### src/rtl/vga_regs_pkg.sv
// Shared register map, address constants and FSM state types
// for the VGA text controller CPU read-back path.
package vga_regs_pkg;

    localparam logic [2:0] REG_CTRL    = 3'd0;
    localparam logic [2:0] REG_ADDR_LO = 3'd1;
    localparam logic [2:0] REG_ADDR_HI = 3'd2;
    localparam logic [2:0] REG_DATA    = 3'd3;
    localparam logic [2:0] REG_IEN     = 3'd4;
    localparam logic [2:0] REG_INTR    = 3'd5;
    localparam logic [2:0] REG_HSCROLL = 3'd6;
    localparam logic [2:0] REG_VSCROLL = 3'd7;

    localparam logic [13:0] RAM_SIZE     = 14'h1900;
    localparam logic [13:0] BGCOLOR_ADDR = 14'h1FFE;
    localparam logic [13:0] FGCOLOR_ADDR = 14'h1FFF;
    localparam logic [13:0] ADDR_WRAP    = 14'h2000;

    typedef enum logic [1:0] {
        B_IDLE,
        B_DRIVE,
        B_RETIRE
    } bus_state_e;

    typedef enum logic [1:0] {
        PF_IDLE,
        PF_REQ,
        PF_WAIT
    } pf_state_e;

    // Auto-increment target, wrapping inside the 8 KiB VRAM window
    function automatic logic [13:0] next_addr(
        input logic [13:0] a,
        input logic [7:0]  inc,
        input logic        neg
    );
        logic [13:0] i14;
        i14 = {6'b0, inc};
        if (!neg)
            return (a + i14) & (ADDR_WRAP - 14'd1);
        else if (a >= i14)
            return a - i14;
        else
            return a + ADDR_WRAP - i14;
    endfunction

endpackage

### src/rtl/vga_bus_reader_if.sv
// CPU bus and framebuffer read-port signal bundle
// for the VGA read-back path.
interface vga_bus_reader_if;

    logic        CLK_CPU;
    logic        EN;
    logic        RW;
    logic [2:0]  REG;
    logic [7:0]  DATA_OUT;
    logic        DIR;

    logic        fb_req;
    logic [13:0] fb_addr;
    logic        fb_grant;
    logic [7:0]  fb_rdata;

    modport master (
        input  CLK_CPU, EN, RW, REG,
        input  fb_grant, fb_rdata,
        output DATA_OUT, DIR,
        output fb_req, fb_addr
    );

    modport slave (
        output CLK_CPU, EN, RW, REG,
        output fb_grant, fb_rdata,
        input  DATA_OUT, DIR,
        input  fb_req, fb_addr
    );

endinterface

### src/rtl/vga_bus_reader_sync.sv
// Multi-flop synchronizer for asynchronous CPU bus inputs,
// with rise/fall detection on bit 0.
module bus_sync #(
    parameter int            N       = 1,
    parameter int            STAGES  = 2,
    parameter logic [N-1:0]  RST_VAL = '0
) (
    input  logic         clk_i,
    input  logic         rst_i,
    input  logic [N-1:0] d_i,
    output logic [N-1:0] q_o,
    output logic         rise_o,
    output logic         fall_o
);

    logic [N-1:0] sync_q [STAGES];
    logic         prev_q;

    always_ff @(posedge clk_i or posedge rst_i) begin
        if (rst_i) begin
            for (int i = 0; i < STAGES; i++)
                sync_q[i] <= RST_VAL;
            prev_q <= RST_VAL[0];
        end else begin
            sync_q[0] <= d_i;
            for (int i = 1; i < STAGES; i++)
                sync_q[i] <= sync_q[i-1];
            prev_q <= sync_q[STAGES-1][0];
        end
    end

    assign q_o    = sync_q[STAGES-1];
    assign rise_o = q_o[0] & ~prev_q;
    assign fall_o = ~q_o[0] & prev_q;

endmodule

### src/rtl/vga_bus_reader.sv
// 6502 read-back path: register mux, DATA prefetch buffer,
// framebuffer fetch and post-read address advance.
module vga_bus_reader #(
    parameter logic [13:0] RAM_SIZE    = vga_regs_pkg::RAM_SIZE,
    parameter int          FB_LATENCY  = 2,
    parameter int          SYNC_STAGES = 2
) (
    input  logic              CLK_FAST,
    input  logic              RESET,
    vga_bus_reader_if.master  bus,
    input  logic [7:0]        ctrl_value,
    input  logic [7:0]        ien_value,
    input  logic [7:0]        intr_value,
    input  logic [7:0]        hscroll_value,
    input  logic [7:0]        vscroll_value,
    input  logic [7:0]        bgcolor,
    input  logic [7:0]        fgcolor,
    input  logic [13:0]       address_reg,
    input  logic              addr_load,
    input  logic [7:0]        increment,
    input  logic              increment_neg,
    output logic              addr_adv,
    output logic [13:0]       addr_next,
    output logic [7:0]        intr_clr,
    output logic              underrun
);

    import vga_regs_pkg::*;

    localparam int CW = $clog2(FB_LATENCY + 1);

    logic [5:0] s_bus;
    logic       cpu_rise;
    logic       cpu_fall;
    logic       s_en;
    logic       s_rw;
    logic [2:0] s_reg;
    logic       read_start;

    // EN idles high (deselected) so reset never looks like a read
    bus_sync #(
        .N       (6),
        .STAGES  (SYNC_STAGES),
        .RST_VAL (6'b000010)
    ) u_sync (
        .clk_i  (CLK_FAST),
        .rst_i  (RESET),
        .d_i    ({bus.REG, bus.RW, bus.EN, bus.CLK_CPU}),
        .q_o    (s_bus),
        .rise_o (cpu_rise),
        .fall_o (cpu_fall)
    );

    assign s_en       = s_bus[1];
    assign s_rw       = s_bus[2];
    assign s_reg      = s_bus[5:3];
    assign read_start = cpu_rise & ~s_en & s_rw;

    bus_state_e  bst_q, bst_d;
    logic [7:0]  data_q, data_d;
    logic        dir_q, dir_d;
    logic [2:0]  reg_q, reg_d;
    logic [7:0]  ilat_q, ilat_d;
    logic        urun_q, urun_d;
    logic        adv_q, adv_d;
    logic [13:0] next_q, next_d;
    logic [7:0]  clr_q, clr_d;
    logic        adv_fire;
    logic [13:0] adv_addr;
    logic [7:0]  mux;

    pf_state_e   pst_q, pst_d;
    logic [CW-1:0] cnt_q, cnt_d;
    logic [13:0] fa_q, fa_d;
    logic [7:0]  pdat_q, pdat_d;
    logic        pval_q, pval_d;
    logic        init_q;
    logic        start;
    logic [13:0] saddr;

    assign adv_addr = next_addr(address_reg, increment, increment_neg);

    always_comb begin
        mux = 8'h00;
        unique case (s_reg)
            REG_CTRL:    mux = ctrl_value;
            REG_ADDR_LO: mux = {3'b0, address_reg[4:0]};
            REG_ADDR_HI: mux = address_reg[12:5];
            REG_DATA:    mux = pdat_q;
            REG_IEN:     mux = ien_value;
            REG_INTR:    mux = intr_value;
            REG_HSCROLL: mux = hscroll_value;
            REG_VSCROLL: mux = vscroll_value;
        endcase
    end

    always_comb begin
        bst_d    = bst_q;
        data_d   = data_q;
        dir_d    = dir_q;
        reg_d    = reg_q;
        ilat_d   = ilat_q;
        urun_d   = urun_q;
        next_d   = next_q;
        adv_d    = 1'b0;
        clr_d    = 8'h00;
        adv_fire = 1'b0;
        case (bst_q)
            B_IDLE: begin
                if (read_start) begin
                    bst_d  = B_DRIVE;
                    data_d = mux;
                    dir_d  = 1'b0;
                    reg_d  = s_reg;
                    ilat_d = intr_value;
                    if (s_reg == REG_DATA && !pval_q)
                        urun_d = 1'b1;
                end
            end
            B_DRIVE: begin
                if (cpu_fall || s_en) begin
                    bst_d = B_RETIRE;
                    dir_d = 1'b1;
                end
            end
            B_RETIRE: begin
                bst_d = B_IDLE;
                if (reg_q == REG_INTR)
                    clr_d = ilat_q;
                // A concurrent writer load owns the pointer this cycle
                if (reg_q == REG_DATA && increment != 8'h00 && !addr_load) begin
                    adv_fire = 1'b1;
                    adv_d    = 1'b1;
                    next_d   = adv_addr;
                end
            end
            default: bst_d = B_IDLE;
        endcase
    end

    always_ff @(posedge CLK_FAST or posedge RESET) begin
        if (RESET) begin
            bst_q  <= B_IDLE;
            data_q <= 8'h00;
            dir_q  <= 1'b1;
            reg_q  <= 3'd0;
            ilat_q <= 8'h00;
            urun_q <= 1'b0;
            adv_q  <= 1'b0;
            next_q <= 14'h0000;
            clr_q  <= 8'h00;
        end else begin
            bst_q  <= bst_d;
            data_q <= data_d;
            dir_q  <= dir_d;
            reg_q  <= reg_d;
            ilat_q <= ilat_d;
            urun_q <= urun_d;
            adv_q  <= adv_d;
            next_q <= next_d;
            clr_q  <= clr_d;
        end
    end

    assign start = init_q | addr_load | adv_fire;
    assign saddr = adv_fire ? adv_addr : address_reg;

    always_comb begin
        pst_d  = pst_q;
        cnt_d  = cnt_q;
        fa_d   = fa_q;
        pdat_d = pdat_q;
        pval_d = pval_q;
        case (pst_q)
            PF_REQ: begin
                if (bus.fb_grant) begin
                    pst_d = PF_WAIT;
                    cnt_d = CW'(1);
                end
            end
            PF_WAIT: begin
                if (cnt_q == CW'(FB_LATENCY)) begin
                    pdat_d = bus.fb_rdata;
                    pval_d = 1'b1;
                    pst_d  = PF_IDLE;
                end else begin
                    cnt_d = cnt_q + 1'b1;
                end
            end
            default: pst_d = PF_IDLE;
        endcase
        // A new start overrides, dropping any in-flight read
        if (start) begin
            pval_d = 1'b0;
            cnt_d  = '0;
            if (saddr == BGCOLOR_ADDR) begin
                pdat_d = bgcolor;
                pval_d = 1'b1;
                pst_d  = PF_IDLE;
            end else if (saddr == FGCOLOR_ADDR) begin
                pdat_d = fgcolor;
                pval_d = 1'b1;
                pst_d  = PF_IDLE;
            end else if (saddr >= RAM_SIZE) begin
                pdat_d = 8'h00;
                pval_d = 1'b1;
                pst_d  = PF_IDLE;
            end else begin
                fa_d  = saddr;
                pst_d = PF_REQ;
            end
        end
    end

    always_ff @(posedge CLK_FAST or posedge RESET) begin
        if (RESET) begin
            pst_q  <= PF_IDLE;
            cnt_q  <= '0;
            fa_q   <= 14'h0000;
            pdat_q <= 8'h00;
            pval_q <= 1'b0;
            init_q <= 1'b1;
        end else begin
            pst_q  <= pst_d;
            cnt_q  <= cnt_d;
            fa_q   <= fa_d;
            pdat_q <= pdat_d;
            pval_q <= pval_d;
            init_q <= 1'b0;
        end
    end

    assign bus.DATA_OUT = data_q;
    assign bus.DIR      = dir_q;
    assign bus.fb_req   = (pst_q == PF_REQ);
    assign bus.fb_addr  = fa_q;
    assign addr_adv     = adv_q;
    assign addr_next    = next_q;
    assign intr_clr     = clr_q;
    assign underrun     = urun_q;

endmodule

### src/flat_wrapper.sv
// flat-port wrapper written by rule: the top's interface ports become plain ports
module vga_bus_reader_flat import vga_regs_pkg::*;
#(
    parameter logic [13:0] RAM_SIZE    = vga_regs_pkg::RAM_SIZE,
    parameter int          FB_LATENCY  = 2,
    parameter int          SYNC_STAGES = 2
)
  (CLK_FAST, RESET, ctrl_value, ien_value, intr_value, hscroll_value, vscroll_value, bgcolor, fgcolor, address_reg, addr_load, increment, increment_neg, addr_adv, addr_next, intr_clr, underrun, bus_CLK_CPU, bus_EN, bus_RW, bus_REG, bus_fb_grant, bus_fb_rdata, bus_DATA_OUT, bus_DIR, bus_fb_req, bus_fb_addr);
  vga_bus_reader_if bus_i ();
  input  logic CLK_FAST;
  input  logic RESET;
  input  logic [7:0] ctrl_value;
  input  logic [7:0] ien_value;
  input  logic [7:0] intr_value;
  input  logic [7:0] hscroll_value;
  input  logic [7:0] vscroll_value;
  input  logic [7:0] bgcolor;
  input  logic [7:0] fgcolor;
  input  logic [13:0] address_reg;
  input  logic addr_load;
  input  logic [7:0] increment;
  input  logic increment_neg;
  output logic addr_adv;
  output logic [13:0] addr_next;
  output logic [7:0] intr_clr;
  output logic underrun;
  input wire logic [$bits(bus_i.CLK_CPU)-1:0] bus_CLK_CPU;
  input wire logic [$bits(bus_i.EN)-1:0] bus_EN;
  input wire logic [$bits(bus_i.RW)-1:0] bus_RW;
  input wire logic [$bits(bus_i.REG)-1:0] bus_REG;
  input wire logic [$bits(bus_i.fb_grant)-1:0] bus_fb_grant;
  input wire logic [$bits(bus_i.fb_rdata)-1:0] bus_fb_rdata;
  output wire logic [$bits(bus_i.DATA_OUT)-1:0] bus_DATA_OUT;
  output wire logic [$bits(bus_i.DIR)-1:0] bus_DIR;
  output wire logic [$bits(bus_i.fb_req)-1:0] bus_fb_req;
  output wire logic [$bits(bus_i.fb_addr)-1:0] bus_fb_addr;
  assign bus_i.CLK_CPU = bus_CLK_CPU;
  assign bus_i.EN = bus_EN;
  assign bus_i.RW = bus_RW;
  assign bus_i.REG = bus_REG;
  assign bus_i.fb_grant = bus_fb_grant;
  assign bus_i.fb_rdata = bus_fb_rdata;
  assign bus_DATA_OUT = bus_i.DATA_OUT;
  assign bus_DIR = bus_i.DIR;
  assign bus_fb_req = bus_i.fb_req;
  assign bus_fb_addr = bus_i.fb_addr;
  vga_bus_reader #(.RAM_SIZE(RAM_SIZE), .FB_LATENCY(FB_LATENCY), .SYNC_STAGES(SYNC_STAGES)) u_core (.CLK_FAST(CLK_FAST), .RESET(RESET), .bus(bus_i), .ctrl_value(ctrl_value), .ien_value(ien_value), .intr_value(intr_value), .hscroll_value(hscroll_value), .vscroll_value(vscroll_value), .bgcolor(bgcolor), .fgcolor(fgcolor), .address_reg(address_reg), .addr_load(addr_load), .increment(increment), .increment_neg(increment_neg), .addr_adv(addr_adv), .addr_next(addr_next), .intr_clr(intr_clr), .underrun(underrun));
endmodule
### config.mk
export PLATFORM = sky130hd
export DESIGN_NAME = vga_bus_reader_flat
export DESIGN_NICKNAME = d
export VERILOG_FILES = /design/src/rtl/vga_regs_pkg.sv /design/src/rtl/vga_bus_reader_if.sv /design/src/rtl/vga_bus_reader_sync.sv /design/src/rtl/vga_bus_reader.sv /design/src/flat_wrapper.sv
export SDC_FILE = /design/constraint.sdc
export NUM_CORES = 1
export LEC_CHECK = 0
export ABC_AREA = 1
export ABC_CLOCK_PERIOD_IN_PS = 5400
export CORE_MARGIN = 10
export CORE_UTILIZATION = 40
export CTS_CLUSTER_SIZE = 8
export DETAILED_ROUTE_END_ITERATION = 16
export PLACE_DENSITY = 0.66
export SYNTH_ARGS = -nofsm -noshare
export SYNTH_HDL_FRONTEND = slang
export SYNTH_HIERARCHICAL = 1
export SYNTH_SLANG_ARGS = --single-unit
### constraint.sdc
create_clock -name CLK_FAST -period 5.4 [get_ports CLK_FAST]
set_input_delay 0.54 -clock CLK_FAST [delete_from_list [all_inputs] [get_ports CLK_FAST]]
set_output_delay 0.54 -clock CLK_FAST [all_outputs]
set_load 0.01 [all_outputs]
Yosys cells after proc, flatten, opt, wreduce, memory -nomap -nowiden
Cells that the tools add are included.
{"block": "word_totals", "register_bits": 87, "input_bits": 97, "out_inout_bits": 48, "word_cells": 117}
{"block": "op_classes", "addsub": 5, "order_cmp": 2, "n_eq_ne": 21, "muxes": 37, "bitwise": 12, "n_reduce_logical": 22}
{"operator": "$mux W8", "count": 8}
{"operator": "$pmux W8 S8", "count": 1}
{"operator": "$mux W14", "count": 3}
{"operator": "$eq A14 B13 Y1 const B", "count": 2}
{"operator": "$sub A14 B8 Y14", "count": 2}
{"operator": "$mux W2", "count": 10}
{"operator": "$eq A3 B3 Y1 const B", "count": 5}
{"operator": "$add A14 B14 Y14 const B", "count": 1}
{"operator": "$ge A14 B13 Y1 const B", "count": 1}
{"operator": "$ge A14 B8 Y1", "count": 1}
{"operator": "$add A13 B8 Y13", "count": 1}
{"operator": "$pmux W2 S2", "count": 3}
{"operator": "$mux W1", "count": 11}
{"operator": "$reduce_and A2 Y1", "count": 5}
{"operator": "$eq A3 B2 Y1 const B", "count": 3}
{"operator": "$reduce_and A3 Y1", "count": 3}
{"operator": "$reduce_bool A8 Y1", "count": 1}
{"operator": "$eq A2 B2 Y1 const B", "count": 3}
{"operator": "$ne A3 B2 Y1 const B", "count": 2}
{"operator": "$not A1 Y1", "count": 6}
{"operator": "$reduce_bool A2 Y1", "count": 3}
{"operator": "$and A1 B1 Y1", "count": 4}
{"operator": "$eq A2 B1 Y1 const B", "count": 2}
{"operator": "$ne A2 B1 Y1 const B", "count": 2}
{"operator": "12 further kinds", "count": 16}

Depth between registers and ports, before layout
Gate-level depths: netlist of the first run.
{"block": "depth", "depth_word": 11, "depth_mapped": 25, "mapped_depth_nobuf": 25}

Modules after synthesis
The synthesis of the first run kept the hierarchy.
{"module": "vga_bus_reader", "instances": 1, "cells_each": 845, "area_each_um2": 6216.0, "seq_area_each_um2": 1854.3}
{"module": "bus_sync", "instances": 1, "cells_each": 24, "area_each_um2": 391.6, "seq_area_each_um2": 327.8}

Worst setup path before layout of the first run
OpenSTA, ideal clock, no wires.
{"block": "synth_timing", "kind": "input port to flip-flop", "startpoint": "input increment[1]", "endpoint": "register u_core.pdat_q[5]", "setup_time_ns": 0.065, "arrival_time_ns": 2.896, "required_ns": 5.335, "setup_slack_ns": 2.440, "path_stages": 23, "n_path_buf": 1, "path_cell_list": "inv_1 -> ha_1 -> ha_1 -> inv_1 -> fa_1 -> inv_1 -> nand3_1 -> nand2_1 -> nand2_1 -> nand4_1 -> nand3_1 -> nand2_1 -> nand2_1 -> nand2_1 -> nand2_1 -> nand2_1 -> nand3_2 -> nor2_8 -> buf_6 -> nand3_1 -> nand2_1 -> nand2_1 -> nand2_1"}
{"block": "synth_between", "elab_chain_cells": 11, "elab_cells_between_ends": 20, "cone_classes": "add/sub (3); order compare (2); eq/ne (2); mux (9); bitwise (1); reduce/logical (3)"}
{"item": "from (decl)", "line": "flat_wrapper.sv:21", "source": "input logic [7:0] increment;"}
{"item": "branches (longest 10 deep; another with $sub A14 B8 Y14)"}
{"item": "$mux W8 *", "line": "vga_bus_reader.sv:193", "source": "if (start) begin"}
{"item": "named net u_core.pdat_d[5]", "line": "vga_bus_reader.sv:75", "source": "logic [7:0] pdat_q, pdat_d;"}
{"item": "to (signal assigned)", "line": "vga_bus_reader.sv:227", "source": "pdat_q <= pdat_d;"}
{"item": "to (decl)", "line": "vga_bus_reader.sv:75"}
Mark *: on every way through the listed nets, which the timed path passes.
A chain may end at the register's enable or synchronous reset.

Worst setup path after layout of the first run
{"block": "layout_timing", "startpoint": "input address_reg[1]", "endpoint": "register u_core.fa_q[0], in the netlist u_core/bus.fb_addr[0]"}
{"block": "layout_between", "elab_chain_cells": 8, "elab_cells_between_ends": 15, "cone_classes": "add/sub (4); order compare (2); eq/ne (2); mux (3); bitwise (3); reduce/logical (1)"}
{"item": "from (decl)", "line": "flat_wrapper.sv:19", "source": "input logic [13:0] address_reg;"}
{"item": "$add A14 B14 Y14", "line": "vga_regs_pkg.sv:44", "source": "return a + ADDR_WRAP - i14;"}
{"item": "$sub A14 B8 Y14", "line": "vga_regs_pkg.sv:44"}
{"item": "$mux W14", "line": "vga_regs_pkg.sv:41", "source": "else if (a >= i14)"}
{"item": "$mux W14", "line": "vga_regs_pkg.sv:39", "source": "if (!neg)"}
{"item": "$mux W14 *", "line": "vga_bus_reader.sv:166", "source": "assign saddr = adv_fire ? adv_addr : address_reg;"}
{"item": "$ge A14 B13 Y1, or another cell as far along", "line": "vga_bus_reader.sv:204", "source": "end else if (saddr >= RAM_SIZE) begin"}
{"item": "$not A1 Y1 (no source line)"}
{"item": "$reduce_and A4 Y1 (no source line)"}
{"item": "to (signal assigned)", "line": "vga_bus_reader.sv:219", "source": "fa_q <= 14'h0000;"}
{"item": "to (signal assigned)", "line": "vga_bus_reader.sv:226", "source": "fa_q <= fa_d;"}
{"item": "to (decl)", "line": "vga_bus_reader.sv:74", "source": "logic [13:0] fa_q, fa_d;"}
Mark *: on every way between the ends. The rest lies on a longest branch, timed or not.

==> flow_summary.toml, run 1 <==
[run_status]
outcome = "finished, final reports clean"

[worst_setup_path]
crit_chain = "clkdlybuf4s50_1 > ha_1 > ha_1 > inv_1 > fa_1 > inv_1 > nand3_1 > nand2_1 > nand2_1 > nand3_1 > nand2_1 > nand3_1 > nand2_1 > nand2_1 > nand2_1 > nand2_1 > nand4_1 > nand3_2 > nand3_1 > nand2_1 > o21ai_1"
worst-endpoint-arrival_ps = 4410
crit_path_end_kind = "flip-flop"
register_to_register_setup_slack_ps = 1920
critical-path-slowest-cell = "sky130_fd_sc_hd__clkdlybuf4s50_1"
critPathKind = "in2reg"
worst-endpoint-required_ps = 5600
most_frequent_cell_on_critical_path = "sky130_fd_sc_hd__nand2_1"
source_of_the_worst_register_to_register_timing_path = "u_core/reg_q[0]"
r2r_end = "u_core/bus.fb_addr[0]"
worst_r2r_path_depth = 13
critPathMaxStageDelay_ps = 600
worst-path-max-fanout = 20
start_kind = "input pin"

[hold_path]
min_from = "u_core/u_sync/sync_q[10]"
worstHoldPathType = "reg2reg"
worst_hold_path.num_cells = 0
hold-path-endpoint = "u_core/u_sync/q_o[4]"

[cts]
cts_hold_repair.buffers = 0
cts-buffers-inserted = 9
clkTransAtPathRegs_ps = 70
post_cts_buffers = 0
cts_sink_count = 87
worst_skew_pair_latency_ps = 340
post_cts_resized = 0
ctsLongestPathBuffers = 2
htreeDepth = 3
cts.root.buffer_cell = "sky130_fd_sc_hd__clkbuf_16"
tritoncts_clock_tree = "yes"

[cells_and_area]
antenna-diode-count = 0
multiInputGateArea_um2 = 3790
post_route_cells_drive_above_1_share_pct = 10.9
n_fill_cell = 1605
storage_cell_area_um2 = 2180
areaGrowthSynthToFinish_pct = 27.9
final_nets = 1150

[timing]
sum_neg_setup_slack_ps = 0
timing.final.hold_violations = 0
slew_viol_final = 0
max_freq_ghz = 0.237
rsz0062_at_grt = "false"
clock-skew-final_ps = 5.69
setup_slack_after_layout_ps = 1190
post-route-period-util_pct = 78.0
timing_worst_slew_pin_value_ps = 1260
post-route-min-period_ps = 4210
headroom_to_the_max_slew_limit_pct = 15.4
setup-violations-final = 0

[global_routing]
gr-usage-all-layers_pct = 19.4
grt.overflow.total = 0
grt_first_pass_wirelength_mm = 34.1
grt_start_max_net_pins = 42
vias_in_the_first_global_route = 6088
grt_antenna_before_repair = 0

[die]
io-pin-count = 145
die_area_um2 = 22000
std_cell_rows = 46
die_h_um = 148
fp.dieW_um = 148
placeableCoreArea_um2 = 16000
effective_utilization_at_floorplan_pct = 41.2

[power]
power_per_cell_area_nw_per_um2 = 234
vdd_drop_max_mv = 0.167
p_leak_nw = 4.30

[drt]
route.detailed.wl_per_inst_um = 17.7
drt_pre_antenna_iters = 6
drc = 0
wirelength_mm = 21.6
via_count = 6200
route.antenna.remaining_nets = 0
drt_first_iter_violations = 406
via_per_instance_ratio = 5.07

[synthesis]
syn-num-nets = 1015
syn-instance-count = 868
count_of_synthesis_stage_warnings_from_yosys = 6
syn_area_um2 = 6600
syn-mean-instance-area_um2 = 7.60

[placed_design]
post-dp-hpwl_mm = 17.5
port_buffers = 144
routabilityCongestion = 0.923
pre_cts_slack_ps = 886

[job]
timing.max_cap.violations = 0
==> flip-flops by register name, summed over array words and instances, names as in the netlist <==
signal                flops
u_core/bst_q              2
u_core/reg_q              3
u_core/u_sync/prev_q      1
u_core/bus.fb_addr       14
u_core/addr_adv           1
u_core/bus.DATA_OUT       8
u_core/pdat_q             8
u_core/underrun           1
u_core/ilat_q             8
u_core/cnt_q              2
u_core/addr_next         14
u_core/u_sync/q_o         6
u_core/u_sync/sync_q      6
u_core/init_q             1
u_core/intr_clr           8
u_core/pst_q              2
u_core/bus.DIR            1
u_core/pval_q             1
==> worst max-delay path: cells and delay by family <==
kind / cells / cell delay (ps)
compound gates: 1 / 90
fa+ha+maj: 3 / 1080
buf+inv: 3 / 780
simple gates: 14 / 1900
==> report_power, final <==
group,internal (W),switching (W)
sequential,0.000723,0.0000418
clock,0.000359,0.000264
combinational,0.000263,0.000326
==> worst max-delay path by stage <==
stage / from / end
3_5_place_dp: address_reg[1] / u_core/bus.fb_addr[0]
5_1_grt: address_reg[4] / u_core/bus.fb_addr[8]
4_1_cts: address_reg[1] / u_core/bus.fb_addr[0]
2_1_floorplan: increment[1] / u_core/pdat_q[5]
3_3_place_gp: address_reg[1] / u_core/bus.fb_addr[8]
6_report: address_reg[1] / u_core/bus.fb_addr[0]
==> layout by cell type (no fill, tap or decap), drive strengths merged <==
master	n
nand3	77
nor2	47
a31o	1
nor3	14
o211ai	4
dfrtp	83
or2	2
ha	42
a221oi	5
clkbuf	9
nand3b	3
o2111ai	5
a22oi	6
a211oi	1
nand2b	1
clkinv	3
conb	1
xor2	11
o41ai	2
a21boi	4
inv	111
mux2	8
o21bai	5
nand2	299
o21ai	43
dfstp	4
fa	8
a31oi	2
clkinvlp	2
a21oi	25
clkdlybuf4s50	144
a22o	3
nor3b	8
bufinv	1
nand4	17
buf	7
==> through the flow <==
step | instance area [µm²] | power [W] | util [%] | cells | hold slack, ps
final | 8440 | 0.00198 | 52.8 | 1224 | 356
after global routing | 8440 | 0.00208 | 52.8 | 1224 | 357
after CTS | 8440 | 0.00199 | 52.8 | 1224 | 351
after detailed placement | 8150 | 0.00136 | 50.9 | 1208 | 336
after global placement | 8150 | 0.00136 | 50.9 | 1208 | 335
after floorplan | 6600 | 0.00110 | - | 868 | 331
==> final cells by class <==
| class | count | share of cell area (%) |
|---|---|---|
| Timing Repair Buffer | 151 | 17.7 |
| Inverter | 110 | 4.89 |
| Clock buffer | 9 | 2.67 |
| Multi-Input combinational cell | 644 | 44.9 |
| Sequential cell | 87 | 25.8 |
| Tap cell | 216 | 3.20 |
| Clock inverter | 7 | 0.859 |
==> layer usage <==
layer / track usage (%) / vias up / wire (µm)
li1: - / 3073 / -
met1: 25.2 / 2875 / 9600
met2: 31.2 / 222 / 10100
met3: 4.67 / 30 / 1470
met4: 5.50 / 0 / 482
met5: 0 / - / 0
No activity file was read; power rests on OpenSTA's default activity.
==> inputs of run 2 (changes only) <==
Settings changed: ABC_CLOCK_PERIOD_IN_PS 5400 to 3470, PLACE_DENSITY 0.66 to 0.68.
Clock period 5.4 ns to 3.47 ns, I/O delays scaled along.
==> run 2 against run 1 <==
- die area stayed put
- sequential share of layout area fell by 1.8 points
- worst hold slack got worse by 8.2 ps
- sequential cell count is the same
- critical path depth grew 1
- critical path type unchanged
- critical endpoint is now u_core/pdat_q[4]
==> flow_summary.toml, run 2 (synthesized netlist as in run 1, its figures left out) <==
[power]
power.switching_fraction_pct = 32.2
p_sw_w = 0.00100
vdd_drop_max_mv = 0.280
power_per_cell_area_nw_per_um2 = 343
cell_internal_pwr_w = 0.00211
seq_power_share_pct = 38.3
clock_power_share_pct = 29.3
p_leak_nw = 4.67
p_total_w = 0.00311
combinationalPowerShare_pct = 32.4

[cells_and_area]
layout.cells.most_common_list = "266 x sky130_fd_sc_hd__nand2_1, 143 x sky130_fd_sc_hd__clkdlybuf4s50_1, 97 x sky130_fd_sc_hd__inv_1"
n_fill_cell = 1536
layout.cells.most_common = "sky130_fd_sc_hd__nand2_1"
multiInputGateArea_um2 = 3810
areaGrowthSynthToFinish_pct = 37.3
antenna-diode-count = 0
post_route_cells_drive_above_1_share_pct = 18.1
storage_cell_area_um2 = 2180
final_nets = 1226

[drt]
drt_first_iter_violations = 487
drt_pre_antenna_iters = 5
wirelength_mm = 21.7
route.detailed.wl_per_inst_um = 16.7
route.antenna.remaining_nets = 0
via_count = 6430
via_per_instance_ratio = 4.95
drc = 0

[cts]
cts.root.buffer_cell = "sky130_fd_sc_hd__clkbuf_16"
worst_skew_pair_latency_ps = 340
post_cts_buffers = 0
htreeDepth = 3
tritoncts_clock_tree = "yes"
cts_sink_count = 87
ctsLongestPathBuffers = 2
clkTransAtPathRegs_ps = 60
cts-buffers-inserted = 9

[worst_setup_path]
worst-endpoint-required_ps = 3750
critPathMaxStageDelay_ps = 540
worst-path-max-fanout = 9
crit_path_end_kind = "flip-flop"
critical-path-slowest-cell = "sky130_fd_sc_hd__clkdlybuf4s50_1"
critPathKind = "in2reg"
crit_chain = "clkdlybuf4s50_1 > ha_1 > inv_1 > fa_1 > nand3_2 > nand2_1 > nand2_2 > nand3_4 > inv_2 > nand2_4 > buf_4 > o211ai_1 > nand2_1 > nand2_1 > nand2_2 > inv_2 > nand2_4 > nor2_8 > nand3_1 > nand2_1 > nand2_1 > nand2_1"
start_kind = "input pin"
worst-endpoint-arrival_ps = 3470
most_frequent_cell_on_critical_path = "sky130_fd_sc_hd__nand2_1"

[global_routing]
grt_antenna_before_repair = 0
grt_start_max_net_pins = 39
grt.overflow.total = 0
gr-usage-all-layers_pct = 19.7
grt_first_pass_wirelength_mm = 34.9
vias_in_the_first_global_route = 6431

[timing]
clock-skew-final_ps = 8.29
timing.final.hold_violations = 0
slew_viol_final = 0
post-route-period-util_pct = 92.1
max_freq_ghz = 0.313
setup-violations-final = 0
timing_worst_slew_pin_value_ps = 718
post-route-min-period_ps = 3200
setup_slack_after_layout_ps = 274
headroom_to_the_max_slew_limit_pct = 51.9

[hold_path]
worstHoldPathType = "reg2reg"

[die]
effective_utilization_at_floorplan_pct = 41.2
std_cell_rows = 46
die_h_um = 148
die_area_um2 = 22000
io-pin-count = 145
placeableCoreArea_um2 = 16000
fp.dieW_um = 148

[placed_design]
pre_cts_slack_ps = -134
post-dp-hpwl_mm = 17.8
routabilityCongestion = 0.971
port_buffers = 144

[job]
timing.max_cap.violations = 0

[run_status]
outcome = "finished, final reports clean"
-- run 2: changes by cell type in the layout (fill, tap and decap cells not counted), moves of 3 or more --
cell                      delta
sky130_fd_sc_hd__inv_1       -3
sky130_fd_sc_hd__a21oi_2     +3
sky130_fd_sc_hd__buf_4      +73
sky130_fd_sc_hd__a21oi_1     -3
sky130_fd_sc_hd__inv_6       +3
sky130_fd_sc_hd__buf_12      +3
-- run 2: power groups by stage --
stage,clock (W),combinational (W),sequential [W]
after floorplan,0,0.000487,0.00122
after global placement,0,0.000985,0.00121
after detailed placement,0,0.000998,0.00121
after CTS,0.000932,0.00100,0.00119
after global routing,0.000979,0.00112,0.00120
final,0.000910,0.00100,0.00119
-- run 2: path summary, 6_finish.rpt --
path | startpoint | to | slack [ps] | cells after the start
max | increment[0] | u_core/pdat_q[4] | 270 | 22
min | u_core/u_sync/sync_q[6] | u_core/u_sync/q_o[0] | 350 | 0
max reg2reg | u_core/reg_q[2] | u_core/pdat_q[5] | 810 | 14
min reg2reg | u_core/u_sync/sync_q[6] | u_core/u_sync/q_o[0] | 350 | 0
max in group asynchronous | RESET | u_core/init_q | 2340 | 3
min in group asynchronous | RESET | u_core/u_sync/sync_q[8] | 380 | 2
-- run 2: critical path, delay by kind of cell --
family	cells	cell delay, ps
simple gates	14	1330
buf+inv	5	970
fa+ha+maj	2	600
compound gates	1	200
-- run 2: timing repair --
action	in CTS	in global routing
resized for setup	0	11
endpoints found under the setup margin	0	24
hold buffers	0	0
-- run 2: area by class of cell --
| cell class | instances | area share (%) |
|---|---|---|
| Multi-Input combinational cell | 644 | 42.1 |
| Sequential cell | 87 | 24.1 |
| Timing Repair Buffer | 227 | 23.2 |
| Inverter | 110 | 4.57 |
| Tap cell | 216 | 2.98 |
| Clock buffer | 9 | 2.49 |
| Clock inverter | 7 | 0.580 |
-- run 2: metal layers --
metal  routed length (µm)  track usage (%)  share of wire (%)  vias up
li1                     -                -                  -     3233
met1                 9960             26.3                 46     3005
met2                10400             32.6                 48      182
met3                 1320             4.31                6.1       10
met4                  102             2.73               0.47        0
met5                    0                0                  0        -
-- run 2: per-stage QoR --
| stage | area [µm²] | utilization [%] | TNS (ps) | hold slack, ps | std cells |
|---|---|---|---|---|---|
| final | 9060 | 56.6 | 0 | 348 | 1300 |
| after global placement | 8760 | 54.7 | -2350 | 332 | 1284 |
| after global routing | 9060 | 56.6 | -2.92 | 355 | 1300 |
| after floorplan | 6600 | - | 0 | 223 | 868 |
| after detailed placement | 8760 | 54.7 | -2460 | 335 | 1284 |
| after CTS | 9030 | 56.5 | 0 | 349 | 1300 |
==> inputs of run 3 (changes only) <==
Settings changed: ABC_CLOCK_PERIOD_IN_PS 3470 to 3800, PLACE_DENSITY 0.68 to 0.66.
Clock period 3.47 ns to 3.8 ns, I/O delays scaled along.
==> run 3 against run 2 <==
- register-to-register slack worse by 20 ps
- count of clock-buffer cells in the layout increased by 1
- global-route usage down 0.22 points
- utilization is 2.2 points lower
- clock power is 1% lower
- first-iteration DRC count fell by 14%
- critical endpoint is now u_core/bus.fb_addr[0]
- largest cell class unchanged
==> flow_summary.toml, run 3 (synthesized netlist as in run 1, its figures left out) <==
[timing]
timing.final.hold_violations = 0
max_freq_ghz = 0.282
rsz0062_at_grt = "false"
slew_viol_final = 0
timing_worst_slew_pin_value_ps = 1180
clock-skew-final_ps = 5.81
setup_slack_after_layout_ps = 260
post-route-period-util_pct = 93.2
hold_slack_ps = 353
post-route-min-period_ps = 3540
setup-violations-final = 0
headroom_to_the_max_slew_limit_pct = 21.1

[drt]
route.antenna.remaining_nets = 0
drt_pre_antenna_iters = 5
wirelength_mm = 21.7
route.detailed.wl_per_inst_um = 17.3
via_count = 6389
drc = 0
drt_first_iter_violations = 421
via_per_instance_ratio = 5.09

[cells_and_area]
storage_cell_area_um2 = 2180
multiInputGateArea_um2 = 3790
layout.cells.most_common_list = "267 x sky130_fd_sc_hd__nand2_1, 144 x sky130_fd_sc_hd__clkdlybuf4s50_1, 100 x sky130_fd_sc_hd__inv_1"
n_fill_cell = 1637
post_route_cells_drive_above_1_share_pct = 13.7
areaGrowthSynthToFinish_pct = 31.9
antenna-diode-count = 0
layout.cells.most_common = "sky130_fd_sc_hd__nand2_1"
final_cells = 1256
final_nets = 1182
design_area_um2 = 8710

[global_routing]
groute.layer.met3.usage_pct = 4.34
grt_start_max_net_pins = 36
global_route.usage.met1_pct = 26.1
grt_first_pass_wirelength_mm = 34.6
grt-busiest-layer = "met2"
gr-usage-all-layers_pct = 19.5
global_route.usage.met2_pct = 31.2
vias_in_the_first_global_route = 6414
grt_antenna_before_repair = 0
grt.overflow.total = 0

[placed_design]
placedInstanceArea_um2 = 8400
routabilityCongestion = 0.921
post-dp-hpwl_mm = 17.9
pre_cts_slack_ps = -14.5
placedCellCount = 1240
port_buffers = 144

[power]
p_total_w = 0.00285
power_per_cell_area_nw_per_um2 = 328
power.switching_fraction_pct = 31.3
seq_power_share_pct = 38.1
vdd_drop_max_mv = 0.204
clock_power_share_pct = 31.5
p_sw_w = 0.000893
cell_internal_pwr_w = 0.00196
combinationalPowerShare_pct = 30.4
p_leak_nw = 4.46

[cts]
htreeDepth = 3
ctsLongestPathBuffers = 2
post_cts_resized = 0
cts.root.buffer_cell = "sky130_fd_sc_hd__clkbuf_16"
cts-buffers-inserted = 9
cts_sink_count = 87
worst_skew_pair_latency_ps = 330
tritoncts_clock_tree = "yes"
cts_hold_repair.buffers = 0
post_cts_buffers = 0
clkTransAtPathRegs_ps = 60

[die]
fp.dieW_um = 148
placeableCoreArea_um2 = 16000
io-pin-count = 145
die_h_um = 148
std_cell_rows = 46
die_area_um2 = 22000
effective_utilization_at_floorplan_pct = 41.2

[worst_setup_path]
crit_chain = "clkdlybuf4s50_1 > inv_1 > ha_1 > fa_1 > a21oi_1 > nand2_1 > nand2_1 > nand2_1 > nand2_1 > nand2_1 > nand2_1 > nand3_1 > o21ai_1 > nand2_1 > nand2_1 > nand2_2 > nand3_2 > nand3_1 > buf_12 > nand2_1 > o21ai_1"
critPathKind = "in2reg"
worst-endpoint-arrival_ps = 3760
most_frequent_cell_on_critical_path = "sky130_fd_sc_hd__nand2_1"
crit_path_end_kind = "flip-flop"
critical-path-slowest-cell = "sky130_fd_sc_hd__fa_1"
worst-endpoint-required_ps = 4020
critPathMaxStageDelay_ps = 550
start_kind = "input pin"
worst-path-max-fanout = 20

[hold_path]
worstHoldPathType = "reg2reg"

[run_status]
outcome = "finished, final reports clean"

[job]
timing.max_cap.violations = 0
run 3: changes by cell type in the layout (fill, tap and decap cells not counted), moves of 2 or more:
cell / before / now
sky130_fd_sc_hd__a21oi_1: 18 / 21
sky130_fd_sc_hd__fa_2: 2 / 0
sky130_fd_sc_hd__a21oi_2: 7 / 4
sky130_fd_sc_hd__fa_1: 6 / 8
sky130_fd_sc_hd__inv_1: 97 / 100
sky130_fd_sc_hd__buf_4: 80 / 38
sky130_fd_sc_hd__buf_12: 3 / 1
sky130_fd_sc_hd__inv_6: 4 / 1
sky130_fd_sc_hd__inv_2: 12 / 10
sky130_fd_sc_hd__clkinv_2: 3 / 1
sky130_fd_sc_hd__clkinv_4: 0 / 2
run 3: power groups by stage:
stage                     sequential [W]  clock [W]  combinational (W)
after floorplan                  0.00111          0           0.000445
after global placement           0.00110          0           0.000858
after detailed placement         0.00110          0           0.000866
after CTS                        0.00109   0.000919           0.000869
after global routing             0.00110   0.000954           0.000965
final                            0.00109   0.000898           0.000867
run 3: per-stage QoR:
stage	setup TNS, ps	utilization (%)
finish	0	54.4
global route	0	54.4
CTS	0	54.4
detailed placement	-44.7	52.5
global placement	-1.54	52.5
floorplan	0	-
run 3: final timing paths:
check / cells after the start / slack, ps / end / startpoint
max in group asynchronous: 3 / 2480 / u_core/pdat_q[0] / RESET
min in group asynchronous: 2 / 410 / u_core/u_sync/sync_q[10] / RESET
worst min register to register: 0 / 350 / u_core/u_sync/q_o[2] / u_core/u_sync/sync_q[8]
worst max-delay path: 21 / 260 / u_core/bus.fb_addr[0] / increment[2]
worst max register to register: 14 / 790 / u_core/pdat_q[5] / u_core/reg_q[2]
worst min-delay path: 0 / 350 / u_core/u_sync/q_o[2] / u_core/u_sync/sync_q[8]
run 3: worst max-delay path, delay by kind of cell:
family / cells / cell delay, ps
fa+ha+maj: 2 / 770
simple gates: 13 / 1320
compound gates: 3 / 450
buf+inv: 3 / 820
run 3: final cells by class:
| type | instances | area share (%) |
|---|---|---|
| multi-input cells | 644 | 43.5 |
| inverters | 110 | 4.74 |
| well taps | 216 | 3.10 |
| repair buffers | 183 | 20.1 |
| clock inverters | 6 | 0.790 |
| clock buffers | 10 | 2.74 |
| flip-flops and latches | 87 | 25.1 |
run 3: routing by layer:
layer | routed length [µm] | vias to the layer above
met5 | 0 | -
met4 | 299 | 0
met3 | 1460 | 16
met2 | 9980 | 225
met1 | 9960 | 3010
li1 | - | 3138
